--- src/rtl/wb_ctrl_pkg.sv ---
// Shared types and constants for the writeback controller.
package wb_ctrl_pkg;

  // Controller states
  typedef enum logic [2:0] {
    ST_IDLE       = 3'd0,
    ST_WAIT_MEM   = 3'd1,
    ST_WAIT_SHIFT = 3'd2,
    ST_WRITE      = 3'd3,
    ST_DONE       = 3'd4,
    ST_ERR        = 3'd5
  } state_t;

  // Writeback source / mux select encoding
  typedef logic [2:0] sel_t;

  localparam sel_t SEL_ALU       = 3'd0;
  localparam sel_t SEL_LOAD      = 3'd1;
  localparam sel_t SEL_SHIFT     = 3'd2;
  localparam sel_t SEL_LINK      = 3'd3;
  localparam sel_t SEL_LUI       = 3'd4;
  localparam sel_t SEL_SIGNEXT   = 3'd5;
  localparam sel_t SEL_EXC_CONST = 3'd6;
  localparam sel_t SEL_INVALID   = 3'd7;

  // Default number of WAIT_MEM cycles tolerated before an error
  localparam int MEM_TIMEOUT_DEFAULT = 16;

  // State entered from IDLE when a request of the given class is accepted
  function automatic state_t entry_state(input sel_t op);
    state_t st;
    case (op)
      SEL_LOAD:    st = ST_WAIT_MEM;
      SEL_SHIFT:   st = ST_WAIT_SHIFT;
      SEL_INVALID: st = ST_ERR;
      default:     st = ST_WRITE;
    endcase
    return st;
  endfunction

endpackage

--- src/rtl/wb_ctrl_if.sv ---
// Request/handshake/writeback-control bundle between requester and controller.
interface wb_ctrl_if;
  import wb_ctrl_pkg::*;

  logic start;
  sel_t op_class;
  logic mem_ready;
  logic shift_done;
  sel_t w_MemToReg;
  logic RegWrite;
  logic busy;
  logic done;
  logic err;

  // Requester side: issues requests and handshakes, observes control
  modport master (
    output start, op_class, mem_ready, shift_done,
    input  w_MemToReg, RegWrite, busy, done, err
  );

  // Controller side
  modport slave (
    input  start, op_class, mem_ready, shift_done,
    output w_MemToReg, RegWrite, busy, done, err
  );

endinterface

--- src/rtl/wb_ctrl.sv ---
// Writeback controller FSM: accepts a request in IDLE, waits for the load or
// shift result where needed, then issues a one-cycle register write and a
// completion pulse (or an error pulse for timeouts and invalid classes).
module wb_ctrl
  import wb_ctrl_pkg::*;
#(
  parameter int MEM_TIMEOUT = MEM_TIMEOUT_DEFAULT
) (
  input logic      clk,
  input logic      reset,
  wb_ctrl_if.slave bus
);

  // Counter is wide enough to hold MEM_TIMEOUT itself.
  localparam int               CNT_W    = $clog2(MEM_TIMEOUT + 1);
  localparam logic [CNT_W-1:0] CNT_LAST = CNT_W'(MEM_TIMEOUT - 1);

  state_t           state_q, state_d;
  sel_t             sel_q, sel_d;
  logic [CNT_W-1:0] cnt_q, cnt_d;

  // State, latched select and timeout counter registers
  always_ff @(posedge clk or posedge reset) begin
    if (reset) begin
      state_q <= ST_IDLE;
      sel_q   <= SEL_ALU;
      cnt_q   <= '0;
    end else begin
      state_q <= state_d;
      sel_q   <= sel_d;
      cnt_q   <= cnt_d;
    end
  end

  // Next-state logic; handshakes are only looked at in their own wait state
  always_comb begin
    state_d = state_q;
    sel_d   = sel_q;
    cnt_d   = '0;
    case (state_q)
      ST_IDLE: begin
        if (bus.start) begin
          sel_d   = bus.op_class;
          state_d = entry_state(bus.op_class);
        end
      end
      ST_WAIT_MEM: begin
        if (bus.mem_ready) begin
          // Data arriving on the last allowed cycle still wins over timeout
          state_d = ST_WRITE;
        end else begin
          cnt_d = cnt_q + CNT_W'(1);
          if (cnt_q == CNT_LAST) begin
            state_d = ST_ERR;
          end
        end
      end
      ST_WAIT_SHIFT: begin
        if (bus.shift_done) begin
          state_d = ST_WRITE;
        end
      end
      ST_WRITE: state_d = ST_DONE;
      ST_DONE:  state_d = ST_IDLE;
      ST_ERR:   state_d = ST_IDLE;
      default:  state_d = ST_IDLE;
    endcase
  end

  // Outputs decoded purely from registered state and select
  always_comb begin
    bus.busy       = (state_q != ST_IDLE);
    bus.RegWrite   = (state_q == ST_WRITE);
    bus.done       = (state_q == ST_DONE);
    bus.err        = (state_q == ST_ERR);
    bus.w_MemToReg = (state_q == ST_IDLE) ? SEL_ALU : sel_q;
  end

endmodule

--- src/flat_wrapper.sv ---
// flat-port wrapper written by rule: the top's interface ports become plain ports
module wb_ctrl_flat import wb_ctrl_pkg::*;
#(
  parameter int MEM_TIMEOUT = MEM_TIMEOUT_DEFAULT
)
  (clk, reset, bus_start, bus_op_class, bus_mem_ready, bus_shift_done, bus_w_MemToReg, bus_RegWrite, bus_busy, bus_done, bus_err);
  wb_ctrl_if bus_i ();
  input logic clk;
  input logic reset;
  input wire logic [$bits(bus_i.start)-1:0] bus_start;
  input wire logic [$bits(bus_i.op_class)-1:0] bus_op_class;
  input wire logic [$bits(bus_i.mem_ready)-1:0] bus_mem_ready;
  input wire logic [$bits(bus_i.shift_done)-1:0] bus_shift_done;
  output wire logic [$bits(bus_i.w_MemToReg)-1:0] bus_w_MemToReg;
  output wire logic [$bits(bus_i.RegWrite)-1:0] bus_RegWrite;
  output wire logic [$bits(bus_i.busy)-1:0] bus_busy;
  output wire logic [$bits(bus_i.done)-1:0] bus_done;
  output wire logic [$bits(bus_i.err)-1:0] bus_err;
  assign bus_i.start = bus_start;
  assign bus_i.op_class = bus_op_class;
  assign bus_i.mem_ready = bus_mem_ready;
  assign bus_i.shift_done = bus_shift_done;
  assign bus_w_MemToReg = bus_i.w_MemToReg;
  assign bus_RegWrite = bus_i.RegWrite;
  assign bus_busy = bus_i.busy;
  assign bus_done = bus_i.done;
  assign bus_err = bus_i.err;
  wb_ctrl #(.MEM_TIMEOUT(MEM_TIMEOUT)) u_core (.clk(clk), .reset(reset), .bus(bus_i));
endmodule
--- config.mk ---
export PLATFORM = sky130hd
export DESIGN_NAME = wb_ctrl_flat
export DESIGN_NICKNAME = d
export VERILOG_FILES = /design/src/rtl/wb_ctrl_pkg.sv /design/src/rtl/wb_ctrl_if.sv /design/src/rtl/wb_ctrl.sv /design/src/flat_wrapper.sv
export SDC_FILE = /design/constraint.sdc
export NUM_CORES = 1
export LEC_CHECK = 0
export CELL_PAD_IN_SITES_DETAIL_PLACEMENT = 1
export CELL_PAD_IN_SITES_GLOBAL_PLACEMENT = 1
export CORE_MARGIN = 3
export CORE_UTILIZATION = 35
export DETAILED_ROUTE_END_ITERATION = 8
export PLACE_DENSITY_LB_ADDON = 0.1
export SLEW_MARGIN = 20
export SYNTH_ARGS = -nofsm -noshare
export SYNTH_HDL_FRONTEND = slang
export SYNTH_SLANG_ARGS = --single-unit
--- constraint.sdc ---
create_clock -name clk -period 1.88 [get_ports clk]
set_input_delay 0.564 -clock clk [delete_from_list [all_inputs] [get_ports clk]]
set_output_delay 0.564 -clock clk [all_outputs]
set_load 0.03 [all_outputs]
==> key figures <==
Setup path
  – Worst R2R Start: u_core.cnt_q[0]
  – Reg2Reg Depth: 6
  – CP Capture Type: output port
  – Critical path type: reg -> out
  – WP data required: 1320 ps
  – R2R setup slack: 170 ps
  – Crit path DAT: 1270 ps
  – Crit Path Max Fanout: 5
  – Startpoint Class: flip-flop
  – Critical R2R Capture: u_core.state_q[1]

STA
  – Fmax: 545.7 MHz
  – Final setup viols: 0
  – Worst Tran Pin Value: 424.9 ps
  – RSZ-0062 raised after global routing: yes
  – WHS: 460.8 ps
  – Worst setup margin: 47.59 ps
  – Min cycle time layout: 1832 ps
  – Slew Limit Fails: 0
  – Clock skew: 3.178 ps
  – Worst relative slew slack: 71.64%
  – Period utilization: 97.47%
  – Final Hold Vio Count: 0

Layout
  – Area Growth Syn to Fin: 32.93%
  – Fin util: 51.90%
  – Ratio of cells with drive above 1 in the final layout: 32.91%
  – Nets: 90
  – N_diodes: 0

Floorplanning
  – Chip height: 47.94 um
  – Starting Density: 39.05%
  – Die area: 2298 um^2
  – Core area: 1577 um^2
  – Ports: 15
  – Row cnt: 14
  – Die span in x: 47.94 um

Synth
  – Post-synth EDFFs: 0
  – Count of cell types in the netlist: 27
  – Largest area contributor in the netlist: dfrtp_1
  – Synthesized area: 615.6 um^2
  – Post-synth top area share: 44.72%
  – Sequential fraction of the synthesis area: 44.72%
  – Cell with the most instances after synthesis: dfrtp_1
  – Post-synth ARST share: 100.0%
  – Synth Net Count: 70
  – Seq cells post-synth: 11
  – Synthesized area per cell: 10.26 um^2
  – Commonest cells post-synth: dfrtp_1, nor2_1, inv_1
  – Synthesis warning total: 0
  – Post-synth top flop: dfrtp_1
  – Top cells by area, synth: dfrtp_1, mux2_2, and2_1
  – Synthesized instance count: 60

Clock tree
  – Worst-skew pair later-pin latency: 270 ps
  – Number of buffers created by CTS: 3
  – CTS Buffer Depth: 2
  – Root Buffer: clkbuf_4
  – Htree depth: 1
  – Hold_buf cts: 0
  – Clk sinks: 11
  – Worst-path clk slew: 70 ps
  – CTS tree: done

Min path
  – WHS Path Cells: 1
  – Hold Path Sink: u_core.cnt_q[0]
  – Worst hold path type: reg -> reg
  – Hold Startpoint: u_core.cnt_q[0]

Place
  – Port bufs: 14
  – Final Wtd Congestion: 0.7322
  – Hpwl dp: 1.003 mm
  – Place WS: -180.5 ps

Detailed routing
  – Overall routed net length: 1.265 mm
  – Post-route ant nets: 0
  – Met3 routed WL: 63 um
  – 1st-iter DRT viols: 0
  – Wl on met1: 560 um
  – Initial DRT Pass Iterations: 1
  – Vias: 488
  – Top Layer Used: met4
  – Vias per std cell: 5.137
  – Met2 Wirelength: 635 um
  – Remaining DRCs: 0
  – Routed wire per std cell: 13.32 um

Power and ir drop
  – Leakage Power: 0.0003842 uW
  – Peak supply drop: 0.9127 mV
  – Power Density: 1516 nW/um^2

Outcome
  – Run status: finished clean

GRT
  – Global-route wire length before repair: 2.076 mm
  – Vias in the first global route: 491
  – GRT Util Overall: 12.97%
  – Initial antenna violation count: 0
  – Largest net degree at the start of global routing: 12
  – GRT overflow: 0

Flow run
  – Max-cap violations: 0
==> how the worst max path moves through the flow <==
stage / slack [ps] / endpoint / start / depth (start not counted)
2_1_floorplan: 10 / bus_done / u_core.state_q[2] / 2
5_1_grt: -20 / bus_busy / u_core.state_q[2] / 3
3_3_place_gp: -160 / bus_w_MemToReg[0] / u_core.state_q[0] / 4
4_1_cts: 7 / bus_w_MemToReg[0] / u_core.state_q[0] / 4
3_5_place_dp: -180 / bus_w_MemToReg[2] / u_core.state_q[0] / 4
6_report: 50 / bus_busy / u_core.state_q[2] / 3
==> cells in the final DEF (no fill, tap or decap), types with 4 or more instances in the layout <==
cell / synthesis / routed
inv_1: 5 / 4
dfrtp_1: 11 / 11
clkdlybuf4s50_1: 0 / 7
buf_4: 0 / 8
nor2_1: 6 / 6
==> logic make-up (layout without fill, tap and decap cells) <==
kind of cell / count (synthesis) / in the layout / share of synthesized area (%)
buffers and inverters: 9 / 28 / 8.129
multiplexers: 4 / 4 / 7.113
AO/OA/AOI/OAI: 7 / 7 / 8.740
flip-flops: 11 / 11 / 44.71
AND/OR/NAND/NOR: 24 / 24 / 22.97
adder cells (fa/ha/maj): 2 / 2 / 4.064
XOR/XNOR: 3 / 3 / 4.269
==> layout make-up <==
cell class	instances	area (um^2)
fill	183	758.2
multi-input combinational	40	302.8
sequential	11	275.3
clock buffer	4	26.28
timing repair buffer	19	175.2
tap	16	20.02
inverter	5	18.77
==> routing by layer <==
layer | GRT usage, % | up-vias
li1 | - | 238
met2 | 21.90 | 10
met4 | 4.839 | 0
met1 | 15.68 | 238
met5 | 0 | -
met3 | 3.383 | 2
==> per-stage QoR <==
step	TNS [ps]	total power, uW	instance area [um^2]	std cells
final	0	1241	818.3	95
after global placement	-547.3	1015	767.0	90
after global routing	-37.16	1331	818.3	95
after detailed placement	-679.3	1022	767.0	90
after floorplan	0	811.3	615.6	60
after CTS	0	1158	784.5	94
==> worst max-delay path, stage by stage, from the launching register on <==
cell	delay, ps
dfrtp_1	400
nor3_2	240
inv_2	90
clkdlybuf4s15_2	280
==> state kept, by name (all words and copies together), names as in the netlist <==
signal,flops
u_core.sel_q,3
u_core.cnt_q,5
u_core.state_q,3
==> power by group <==
part	internal [uW]	switching, uW	total (uW)
combinational	357	369	726
sequential	308	42.6	350
clock	82.1	82.4	165
total	746	494	1240
==> what timing repair did <==
item / 4_1_cts / 5_1_grt
setup buffers: 0 / 1
gates resized for setup: 20 / 12
endpoints found under the setup margin: 4 / 3
pin swaps: 0 / 4
(Power assumes the default switching activity.)
